<file path="config.mk">
export PLATFORM = sky130hd
export DESIGN_NAME = mc_ctrl_unit
export DESIGN_NICKNAME = d
export VERILOG_FILES = /design/src/rtl/mc_ctrl_unit.sv
export SDC_FILE = /design/constraint.sdc
export NUM_CORES = 1
export LEC_CHECK = 0
export CAP_MARGIN = 30
export CORE_UTILIZATION = 34
export DETAILED_ROUTE_END_ITERATION = 16
export GPL_TIMING_DRIVEN = 0
export PLACE_DENSITY = 0.81
export RECOVER_POWER = 50
export SLEW_MARGIN = 30
export SYNTH_ARGS = -nofsm -noshare
export SYNTH_HDL_FRONTEND = slang
export SYNTH_SLANG_ARGS = --single-unit
</file>
<file path="constraint.sdc">
create_clock -name clk -period 2.51 [get_ports clk]
set_clock_uncertainty 0.1 [all_clocks]
set_input_delay 0.753 -clock clk [delete_from_list [all_inputs] [get_ports clk]]
set_output_delay 0.753 -clock clk [all_outputs]
set_load 0.1 [all_outputs]
</file>
<file path="src/rtl/mc_ctrl_unit.sv">
// mc_ctrl_unit: multicycle control FSM for the JCpu MIPS-subset core
module mc_ctrl_unit #(
    parameter logic RESET_PC_WR = 1'b0
) (
    input  logic       clk,
    input  logic       clrn,
    input  logic [5:0] op,
    input  logic [5:0] func,
    input  logic       z,
    input  logic       v,
    output logic [3:0] aluc,
    output logic       pcwr,
    output logic       irwr,
    output logic       iord,
    output logic       wmem,
    output logic       wreg,
    output logic       m2reg,
    output logic       regrt,
    output logic       jal,
    output logic       sext,
    output logic       alusrca,
    output logic [1:0] alusrcb,
    output logic [1:0] pcsrc,
    output logic       ov_exc,
    output logic       ill_exc,
    output logic [2:0] state
);
    typedef enum logic [2:0] {
        S_IF  = 3'b000,
        S_ID  = 3'b001,
        S_EXE = 3'b010,
        S_MEM = 3'b011,
        S_WB  = 3'b100
    } state_e;

    state_e state_q, state_d;
    logic   ov_q, ill_q;

    logic rtype;
    logic r_add, r_sub, r_and, r_or, r_xor, r_sll, r_srl, r_sra, r_jr;
    logic i_addi, i_andi, i_ori, i_xori, i_lui, i_lw, i_sw, i_beq, i_bne, i_j, i_jal;
    logic legal, itype, branch, ovf_op, taken;
    logic in_if, in_id, in_exe, in_mem, in_wb;
    logic [3:0] aluc_exe;

    assign rtype  = op == 6'b000000;
    assign r_add  = rtype && func == 6'b100000;
    assign r_sub  = rtype && func == 6'b100010;
    assign r_and  = rtype && func == 6'b100100;
    assign r_or   = rtype && func == 6'b100101;
    assign r_xor  = rtype && func == 6'b100110;
    assign r_sll  = rtype && func == 6'b000000;
    assign r_srl  = rtype && func == 6'b000010;
    assign r_sra  = rtype && func == 6'b000011;
    assign r_jr   = rtype && func == 6'b001000;
    assign i_addi = op == 6'b001000;
    assign i_andi = op == 6'b001100;
    assign i_ori  = op == 6'b001101;
    assign i_xori = op == 6'b001110;
    assign i_lui  = op == 6'b001111;
    assign i_lw   = op == 6'b100011;
    assign i_sw   = op == 6'b101011;
    assign i_beq  = op == 6'b000100;
    assign i_bne  = op == 6'b000101;
    assign i_j    = op == 6'b000010;
    assign i_jal  = op == 6'b000011;

    assign itype  = i_addi | i_andi | i_ori | i_xori | i_lui | i_lw | i_sw | i_beq | i_bne;
    assign legal  = r_add | r_sub | r_and | r_or | r_xor | r_sll | r_srl | r_sra | r_jr
                  | itype | i_j | i_jal;
    assign branch = i_beq | i_bne;
    assign ovf_op = r_add | r_sub | i_addi;
    assign taken  = (i_beq & z) | (i_bne & ~z);

    assign in_if  = state_q == S_IF;
    assign in_id  = state_q == S_ID;
    assign in_exe = state_q == S_EXE;
    assign in_mem = state_q == S_MEM;
    assign in_wb  = state_q == S_WB;

    // ALU opcode selected by the instruction during execute
    always_comb begin
        aluc_exe = 4'b0000;
        if (r_sub | branch)        aluc_exe = 4'b0100;
        else if (r_and | i_andi)   aluc_exe = 4'b0001;
        else if (r_or | i_ori)     aluc_exe = 4'b0101;
        else if (r_xor | i_xori)   aluc_exe = 4'b0010;
        else if (i_lui)            aluc_exe = 4'b0110;
        else if (r_sll)            aluc_exe = 4'b0011;
        else if (r_srl)            aluc_exe = 4'b0111;
        else if (r_sra)            aluc_exe = 4'b1111;
    end

    // state sequencing; overflow in execute and illegal decode skip straight back to fetch
    always_comb begin
        state_d = S_IF;
        case (state_q)
            S_IF:    state_d = S_ID;
            S_ID:    state_d = (!legal || i_j || r_jr) ? S_IF : i_jal ? S_WB : S_EXE;
            S_EXE:   state_d = branch ? S_IF : (i_lw || i_sw) ? S_MEM : (ovf_op && v) ? S_IF : S_WB;
            S_MEM:   state_d = i_lw ? S_WB : S_IF;
            default: state_d = S_IF;
        endcase
    end

    // state register and one-cycle exception pulses, cleared asynchronously
    always_ff @(posedge clk or negedge clrn) begin
        if (!clrn) begin
            state_q <= S_IF;
            ov_q    <= 1'b0;
            ill_q   <= 1'b0;
        end else begin
            state_q <= state_d;
            ov_q    <= in_exe && ovf_op && v;
            ill_q   <= in_id && !legal;
        end
    end

    assign state   = state_q;
    assign ov_exc  = ov_q;
    assign ill_exc = ill_q;
    assign aluc    = in_exe ? aluc_exe : 4'b0000;
    assign pcwr    = !clrn ? RESET_PC_WR
                   : in_if | (in_id & (i_j | r_jr | i_jal)) | (in_exe & branch & taken);
    assign irwr    = clrn & in_if;
    assign iord    = in_mem;
    assign wmem    = clrn & in_mem & i_sw;
    assign wreg    = clrn & in_wb;
    assign m2reg   = in_wb & i_lw;
    assign regrt   = in_wb & itype;
    assign jal     = in_wb & i_jal;
    assign sext    = i_addi | i_lw | i_sw | branch;
    assign alusrca = in_exe;
    assign alusrcb = in_if ? 2'b01 : in_id ? 2'b11 : (in_exe && !rtype && !branch) ? 2'b10 : 2'b00;
    assign pcsrc   = (in_id && (i_j || i_jal)) ? 2'b11
                   : (in_id && r_jr) ? 2'b10
                   : (in_exe && branch && taken) ? 2'b01 : 2'b00;
endmodule

</file>
==> flow_metrics.tcl <==
set metrics [dict create \
    status "finished with violations" \
    violations "negative setup slack" \
    io_buffers 34 \
    path_class "input pin to output pin" \
    intPower_mw 0.3957 \
    synth_area_um2 676.9 \
    die_w_um 46.62 \
    first_pass_iters 4 \
    core_um2 1802 \
    fin_tns_setup_ns -4.089 \
    antenna_found_initial 0 \
    diodes 0 \
    avgRoutedWirePerCell_um 18.91 \
    wl_mm 3.253 \
    cp_data_arrival_time_ns 2.16 \
    gr-usage-all-layers_pct 30.86 \
    layout_common_cells "15 x buf_12, 10 x buf_4, 8 x nor2_1, 8 x dlygate4sd2_1, 5 x buf_6" \
    htreeDepth 1 \
    start_util_pct 37.57 \
    synth_nets 114 \
    finalCritPeriodShare_pct 120.1 \
    relSlewSlack_pct 35.42 \
    cts_made_buffers 3 \
    rsz0062_at_grt "yes" \
    drtIter0Drc 28 \
    yosysWarnings 0 \
    synth_top_area_share_pct 18.48 \
    final_layout_size_suffix_gt1_share_pct 60.54 \
    synthTopCellsByArea "dfrtp_1 18%, nor2_1 7.8%, nor2b_1 5.5%" \
    seqPwrFrac_pct 14.2 \
    dieArea_um2 2173 \
    power.leakage_nw 0.6445 \
    peakVddDrop_mv 0.4610 \
    postSynthAreaPerCell_um2 6.907 \
    combPwrFrac_pct 76.3 \
    place_congestion 0.8459 \
    clock-sinks 5 \
    drv_cap 0 \
    endpoint_kind "output pin" \
    vias 1012 \
    crit_required_ns 1.66 \
    hold_viol_final 0 \
    worst_pin_slew_ns 0.9726 \
    maxSlewViolCount 0 \
    worstHoldPathType "input pin to asynchronous set/reset pin" \
    drc 0 \
    clockBufferDepth 2 \
    fillCellCount 82 \
    cts_root_buf "clkbuf_4" \
    viasPerCell 5.884 \
    cts_hold_buf 0 \
    synth_seq_cells 5 \
    ios 39 \
    synth_area_leader_cell "dfrtp_1" \
    final_common_cell "buf_12" \
    worst_slack_ns -0.5040 \
    area_delta_synth_final_pct 134.0 \
    switching_power_mw 0.6385 \
    syn_inst 98 \
    cts_tree "built" \
    fin_nets 164 \
    whs_ns 0.3049 \
    startpoint_type "input pin" \
    max_freq_mhz 331.8 \
    die_h_um 46.62 \
    grt_max_degree 11 \
    crit_path_max_fanout 6 \
    ys_types 40 \
    p_per_area_nw_per_um2 652.9 \
    setup_viol 13 \
    grt_pass1_vias 991 \
    antenna_left 0 \
    grt_pass1_wl_mm 4.616 \
    p_sw_share_pct 61.74 \
    clock_latency_ns 0.25 \
    synth.yosys.seq_area_share_pct 18.48 \
    layout_min_cycle_time_ns 3.014 \
    cts.clk_slew.worst_paths_ns 0.05 \
    p_clk_share_pct 9.5 \
    rows 15 \
    dp_hpwl_mm 1.823 \
    grt_overflow 0 \
]
==> worst max-delay path, cell delays in order <==
cell      delay (ns)
buf_12          0.11
or3_4           0.40
nor2b_4         0.22
a31oi_4         0.13
a221oi_4        0.33
buf_12          0.21
==> cell usage after synthesis (all sizes together) <==
cell type and instances:
nor2 14, inv 7, nor2b 7, nor3 6, o21ai 6, buf 5, dfrtp 5, nand2 5
nand3 5, a21oi 4, a31oi 4, and2 4, and3 4, a21boi 2, o22ai 2, or3 2
a211oi 1, a221o 1, a221oi 1, a22oi 1, a31o 1, mux2i 1, nand2b 1, nor3b 1
nor4b 1, o2111ai 1, o22a 1, o2bb2ai 1, o31ai 1, or2 1, xnor2 1, xor2 1
==> logic make-up after synthesis <==
| group | Yosys count | synth area share, % |
|---|---|---|
| AND/OR/NAND/NOR | 51 | 41.59 |
| AO/OA/AOI/OAI | 27 | 27.36 |
| buffers and inverters | 12 | 8.502 |
| flip-flops | 5 | 18.48 |
| XOR/XNOR | 2 | 2.588 |
| multiplexers | 1 | 1.479 |
==> state kept, by name, indices dropped and copies added (netlist names) <==
name,flops
state,3
ov_exc,1
ill_exc,1
==> power groups by stage <==
stage | combinational (mW) | clock, mW | sequential (mW)
6_report | 0.789 | 0.0984 | 0.147
5_1_grt | 0.815 | 0.109 | 0.151
4_1_cts | 0.759 | 0.0959 | 0.144
3_5_place_dp | 0.708 | 0 | 0.144
3_3_place_gp | 0.700 | 0 | 0.143
2_1_floorplan | 0.406 | 0 | 0.289
==> worst paths after layout <==
path	startpoint	endpoint	slack, ns	cells past startpoint
worst min register to register	state[1]	state[0]	0.52	1
worst max-delay path	op[4]	pcwr	-0.50	6
max in group asynchronous	clrn	state[2]	1.67	1
min in group clk	state[1]	state[0]	0.52	1
worst min-delay path	clrn	ill_exc	0.30	1
worst max register to register	state[0]	ill_exc	1.09	4
==> layout make-up <==
| class | count | area, um^2 | area share, % |
|---|---|---|---|
| Buffer | 4 | 53.80 | 3.397 |
| Multi-Input combinational cell | 81 | 740.7 | 46.76 |
| Sequential cell | 5 | 136.4 | 8.610 |
| Clock buffer | 4 | 26.28 | 1.659 |
| Tap cell | 25 | 31.28 | 1.975 |
| Inverter | 7 | 35.03 | 2.212 |
| Timing Repair Buffer | 46 | 560.5 | 35.39 |
==> timing repair <==
| action | 4_1_cts | 5_1_grt |
|---|---|---|
| setup endpoints to repair | 23 | 16 |
| buffers inserted | 9 | 3 |
| resized for setup | 185 | 29 |
| pin swaps | 7 | 9 |
==> routing by layer <==
layer,track usage [%],share of wire [%],wire [um]
met1,34.04,36,1187
met3,4.706,5.5,179
met2,55.28,55,1783
met5,0,0,0
met4,17.14,3.1,102
==> metrics by stage <==
stage                     instances  setup WS (ns)  power (mW)  cell area, um^2  utilization, %
after floorplan                  98        -0.7843      0.6950            852.1               -
after global placement          157         -1.919      0.8431             1224           67.92
after detailed placement        157         -1.973      0.8516             1224           67.92
after CTS                       170        -0.4783      0.9991             1513           83.96
after global routing            172        -0.5447       1.076             1584           87.92
final                           172        -0.5040       1.034             1584           87.92
No activity file was read; power rests on OpenSTA's default activity.
